==> src/rtl/icache_fetch.sv <==
`default_nettype none
// ============================================================================
//  Module   : icache_fetch
//  Brief    : Direct-mapped read-only instruction cache with same-cycle hits
//             and a per-word req/ack line refill from backing memory.
//  Revision : 1.0
// ============================================================================
module icache_fetch #(
  parameter int LINES      = 16,
  parameter int LINE_WORDS = 4,
  parameter int CNT_W      = 16
) (
  input  logic             clk_i,
  input  logic             rst_i,
  input  logic             req_i,
  input  logic [31:0]      addr_i,
  input  logic             inv_i,
  output logic [31:0]      inst_o,
  output logic             stall_o,
  output logic             mem_req_o,
  output logic [31:0]      mem_addr_o,
  input  logic             mem_ack_i,
  input  logic [31:0]      mem_data_i,
  output logic [CNT_W-1:0] miss_cnt_o
);

  localparam int c_off_w = $clog2(LINE_WORDS);
  localparam int c_idx_w = $clog2(LINES);
  localparam int c_tag_w = 30 - c_off_w - c_idx_w;
  localparam logic [c_off_w-1:0] c_last_beat = c_off_w'(LINE_WORDS - 1);

  typedef enum logic [0:0] {
    ST_IDLE   = 1'b0,
    ST_REFILL = 1'b1
  } state_t;

  state_t r_state;
  state_t w_state_next;

  logic [31:0]        r_data [LINES][LINE_WORDS];
  logic [c_tag_w-1:0] r_tags [LINES];
  logic [LINES-1:0]   r_valid;
  logic               r_inv_pending;
  logic               r_mem_req;
  logic [31:0]        r_mem_addr;
  logic [c_off_w-1:0] r_beat;
  logic [CNT_W-1:0]   r_miss_cnt;
  logic [c_idx_w-1:0] r_fill_idx;
  logic [c_tag_w-1:0] r_fill_tag;

  logic [c_off_w-1:0] w_off;
  logic [c_idx_w-1:0] w_idx;
  logic [c_tag_w-1:0] w_tag;
  logic               w_hit;
  logic               w_start;
  logic               w_ack;
  logic               w_last;
  logic               w_unused_addr;

  assign w_off         = addr_i[2 +: c_off_w];
  assign w_idx         = addr_i[2 + c_off_w +: c_idx_w];
  assign w_tag         = addr_i[31 -: c_tag_w];
  assign w_unused_addr = ^addr_i[1:0];

  assign w_hit   = req_i & r_valid[w_idx] & (r_tags[w_idx] == w_tag) & (r_state == ST_IDLE);
  assign stall_o = req_i & ~w_hit;
  assign inst_o  = w_hit ? r_data[w_idx][w_off] : 32'h0;

  assign mem_req_o  = r_mem_req;
  assign mem_addr_o = r_mem_addr;
  assign miss_cnt_o = r_miss_cnt;

  always_ff @(posedge clk_i) begin
    if (rst_i) begin
      r_state <= ST_IDLE;
    end else begin
      r_state <= w_state_next;
    end
  end

  always_comb begin
    w_state_next = r_state;
    w_start      = 1'b0;
    w_ack        = 1'b0;
    w_last       = 1'b0;
    case (r_state)
      ST_IDLE: begin
        if (stall_o) begin
          w_start      = 1'b1;
          w_state_next = ST_REFILL;
        end
      end
      ST_REFILL: begin
        // Acks only count while a request is actually outstanding.
        if (mem_ack_i && r_mem_req) begin
          w_ack = 1'b1;
          if (r_beat == c_last_beat) begin
            w_last       = 1'b1;
            w_state_next = ST_IDLE;
          end
        end
      end
      default: w_state_next = ST_IDLE;
    endcase
  end

  always_ff @(posedge clk_i) begin
    if (rst_i) begin
      r_valid       <= '0;
      r_inv_pending <= 1'b0;
      r_mem_req     <= 1'b0;
      r_mem_addr    <= 32'h0;
      r_beat        <= '0;
      r_miss_cnt    <= '0;
    end else begin
      if (w_start) begin
        r_mem_req  <= 1'b1;
        r_mem_addr <= {addr_i[31:2+c_off_w], {(2 + c_off_w){1'b0}}};
        r_beat     <= '0;
        if (r_miss_cnt != '1) begin
          r_miss_cnt <= r_miss_cnt + CNT_W'(1);
        end
      end
      if (w_ack) begin
        r_mem_addr <= r_mem_addr + 32'd4;
        r_beat     <= r_beat + c_off_w'(1);
        if (w_last) begin
          r_mem_req <= 1'b0;
        end
      end

      if (w_last) begin
        r_inv_pending <= 1'b0;
      end else if ((r_state == ST_REFILL) && inv_i) begin
        r_inv_pending <= 1'b1;
      end

      // An invalidate arriving on the final beat still suppresses the new line.
      if ((r_state == ST_IDLE) && inv_i) begin
        r_valid <= '0;
      end else if (w_last) begin
        if (r_inv_pending || inv_i) begin
          r_valid <= '0;
        end else begin
          r_valid[r_fill_idx] <= 1'b1;
        end
      end
    end
  end

  always_ff @(posedge clk_i) begin
    if (w_start) begin
      r_fill_idx <= w_idx;
      r_fill_tag <= w_tag;
    end
    if (w_ack) begin
      r_data[r_fill_idx][r_beat] <= mem_data_i;
    end
    if (w_last) begin
      r_tags[r_fill_idx] <= r_fill_tag;
    end
  end

endmodule
`default_nettype wire

==> config.mk <==
export PLATFORM = sky130hd
export DESIGN_NAME = icache_fetch
export DESIGN_NICKNAME = d
export VERILOG_FILES = /design/src/rtl/icache_fetch.sv
export SDC_FILE = /design/constraint.sdc
export NUM_CORES = 2
export LEC_CHECK = 0
export CORE_ASPECT_RATIO = 1.75
export CORE_MARGIN = 2
export CORE_UTILIZATION = 40
export DETAILED_ROUTE_END_ITERATION = 10
export PLACE_DENSITY = 0.54
export SYNTH_ARGS = -nofsm -noshare
export SYNTH_HDL_FRONTEND = slang
export SYNTH_SLANG_ARGS = --single-unit
==> constraint.sdc <==
create_clock -name clk_i -period 12.6 [get_ports clk_i]
set_input_delay 2.52 -clock clk_i [delete_from_list [all_inputs] [get_ports clk_i]]
set_output_delay 2.52 -clock clk_i [all_outputs]
set_load 0.005 [all_outputs]
==> results.md <==
* Fin. Hold Viols at 0
* Final max-slew violation count at 0
* Switching Fraction at a little over a fifth
* Clock Skews at 68.5 ps
* Die Span X at 377 µm
* Setup CP Type: primary input to output port
* Starting density of the core at about two fifths
* Critical path startpoint category: primary input
* Number of clock sinks at 2527
* Maximum clock rate at 96.7 MHz
* Hold_buf cts at 0
* Hold Slack at 463 ps
* Ports at 151
* Post-Syn Area at 97600 µm²
* Distinct cells, synth at 68
* Most frequent cells in the layout: edfxtp_1, mux4_2, clkbuf_16, buf_4, clkdlybuf4s50_1
* Commonest non-fill, non-tap cell in the layout: edfxtp_1
* Routability cong. at 0.788
* Clock Pin Slew Worst Setup and Hold Paths at about 60 ps
* Clock power frac at between 40% and 50%
* Pin count of the biggest net entering global routing at 124
* Total Die Area at 248000 µm²
* Reg power frac at 55.3%
* Worst reg-to-reg path cell count at 10
* Register area at between 70000 and 80000 µm²
* Hold wc startpoint: r_valid[10]
* Slew headroom at a little over a fifth
* Hold Path Stages at 1
* CTS buffer count at 224
* Setup TNS at 0 ps
* Area of the multi-input gates at 21900 µm²
* Run status: complete, no violations
* HP Class: flop to flop
* Ys async rst share at 0%
* Gate Count Post-Synth at 4223
* Residual DRC at 0
* Vias in the first global route at approximately 48000
* Crit. End Element: output port
* Core area at 244000 µm²
* PortBufs at 146
* Period utilisation layout at about 82%
* Total wire length at between 200000 and 300000 µm
* GRT Util Overall at ~22%
* Synthesized area per cell at 23.1 µm²
* Initial antenna violation count at 13
* Max Cap Viol at 0
* Critical Path AT at 7820 ps
* Power Density at ~150 nW/µm²
* FP Rows at 240
* RSZ-0062 raised after global routing: no
* Post-route ant nets at 0
* Iter 0 DRT Violations at 4612
* Syn. warnings at 0
* Max Buffers Root-to-Sink at 4
* 1st-pass router iterations at 5
* Worst skew pair latency at 890 ps
* NetSw at between 3000 and 4000 µW
* #FFs+latches synth at 2527
* CTS Root Buffer Type: clkbuf_16
* Detailed placement HPWL at approximately 150000 µm
* Avg Vias per Cell at 5.80
* Layout cell share with drive strength beyond 1 at 28.5%
* Post-CTS resize count at 0
* H-Tree Depth at 4
* Layout net count at 4565
* TritonCTS clock tree: yes
* Sequential area share after synthesis at around 77%
* Post CTS Setup Buffer Count at 0
* LEAKAGE at 0.0336 µW
* Tmin final at 10340 ps
* Crit Reg-Reg Endpoint: mem_addr_o[26]
* CP max FO at 52
* Chip Height at 658 µm
* Number of synthesized flops with an enable pin at 2460
* Req. time, crit path at 10080 ps
* Wirelength per Cell at 34.6 µm
* Hold-critical path endpoint: r_valid[10]
* Final setup violation count at 0
* Synthesis-to-layout area growth at 13.3%
* FILL cells at between 20000 and 25000
* Gate power share at 4.6%
* Total grt overflow at 0
* Worst-Margin Slew at 1180 ps
* Reg2reg setup slack at 8140 ps
* Internal power at roughly 13000 µW
* Vias at 46041
* RR Startpoint: r_tags[10][7]
* First-pass GRT wire length at 382000 µm
* Synth Flop Type: edfxtp_1
* VDD IR max at 0.111 mV
## critical path, cell delays in order
cell	delay (ps)
buf_8	430
mux4_2	600
mux2i_1	780
mux2i_1	270
a31oi_1	80
or4_1	640
or4_4	760
buf_4	310
a211oi_1	500
clkdlybuf4s50_1	760
## power by group through the flow
stage               Clock (µW)  Sequential, µW  Combinational (µW)
floorplan                    0            9430                 452
finish                    6710            9260                 765
global route              7110            9250                 817
global placement             0            9440                 775
detailed placement           0            9440                 785
CTS                       6840            9250                 786
## cell usage after synthesis, drive strengths merged, types with 3 or more instances
library cell / number / area [µm²]
edfxtp: 2460 / 73900
mux4: 747 / 16800
clkbuf: 133 / 499
nor2: 118 / 445
buf: 102 / 574
nand2: 82 / 315
dfxtp: 67 / 1340
mux2i: 60 / 601
a21oi: 44 / 224
nor2b: 44 / 275
a22oi: 29 / 218
nand3: 27 / 135
xor2: 24 / 210
a211oi: 20 / 150
o31ai: 20 / 150
inv: 17 / 63.8
o21a: 17 / 128
nor3: 15 / 75.1
nand4: 14 / 87.6
or4: 14 / 109
xnor2: 13 / 114
a31oi: 12 / 75.1
and2: 12 / 75.1
and3: 12 / 75.1
nor4: 12 / 75.1
o211ai: 9 / 67.6
o311ai: 9 / 78.8
mux2: 8 / 90.1
o21ai: 7 / 35.0
a311oi: 6 / 52.6
ha: 6 / 75.1
a31o: 5 / 43.8
o311a: 5 / 50.1
a32oi: 4 / 35.0
nand2b: 4 / 25.0
o32ai: 4 / 35.0
or3: 4 / 25.0
a21boi: 3 / 22.5
nand4b: 3 / 26.3
nor3b: 3 / 22.5
or2: 3 / 18.8
## per-layer routing
layer	track usage [%]	up-vias	routed length (µm)
met3	2.77	469	13400
met5	0	-	54
li1	-	18579	-
met1	26.7	25430	101000
met2	40.4	1555	149000
met4	8.27	8	11100
## metrics by stage
stage	total power, µW	instance area [µm²]	std cells	utilization [%]	setup slack, ps
finish	16700	111000	7934	45.4	2260
global route	17200	111000	7933	45.4	2040
CTS	16900	111000	7932	45.4	2170
detailed placement	10200	104000	7531	42.5	2200
global placement	10200	104000	7531	42.5	2190
floorplan	9880	97600	4224	-	4470
## worst max path at each step
stage,startpoint,end,slack [ps],cells after the start
floorplan,addr_i[4],inst_o[0],4470,11
global placement,addr_i[4],inst_o[10],2190,11
detailed placement,addr_i[4],inst_o[10],2200,11
CTS,addr_i[4],inst_o[10],2170,11
global route,addr_i[4],inst_o[10],2040,11
finish,addr_i[4],inst_o[10],2260,10
## registers in the layout, indices dropped and copies added, names as in the netlist
name	cells
mem_addr_o	30
mem_req_o	1
miss_cnt_o	16
r_beat	2
r_data	2048
r_fill_idx	4
r_fill_tag	24
r_inv_pending	1
r_state	1
r_tags	384
r_valid	16
## layout make-up
class / count / area share, %
antenna: 2 / 0.00453
clock buffer: 276 / 5.34
inverter: 18 / 0.0656
multi-input combinational: 1444 / 19.8
tap: 3267 / 3.70
sequential: 2527 / 68.0
clock inverter: 125 / 0.949
timing repair buffer: 275 / 2.14
## kinds of logic (layout without fill, tap and decap cells)
logic type | after synthesis | after routing | share of synthesized area, %
compound gates | 208 | 208 | 1.52
xor+xnor | 37 | 37 | 0.332
simple gates | 376 | 376 | 1.91
other cells | 1 | 4 | 0.00384
mux | 815 | 815 | 17.9
buf+inv | 253 | 694 | 1.17
fa+ha+maj | 6 | 6 | 0.0769
flops | 2527 | 2527 | 77.0
(Power assumes the default switching activity.)
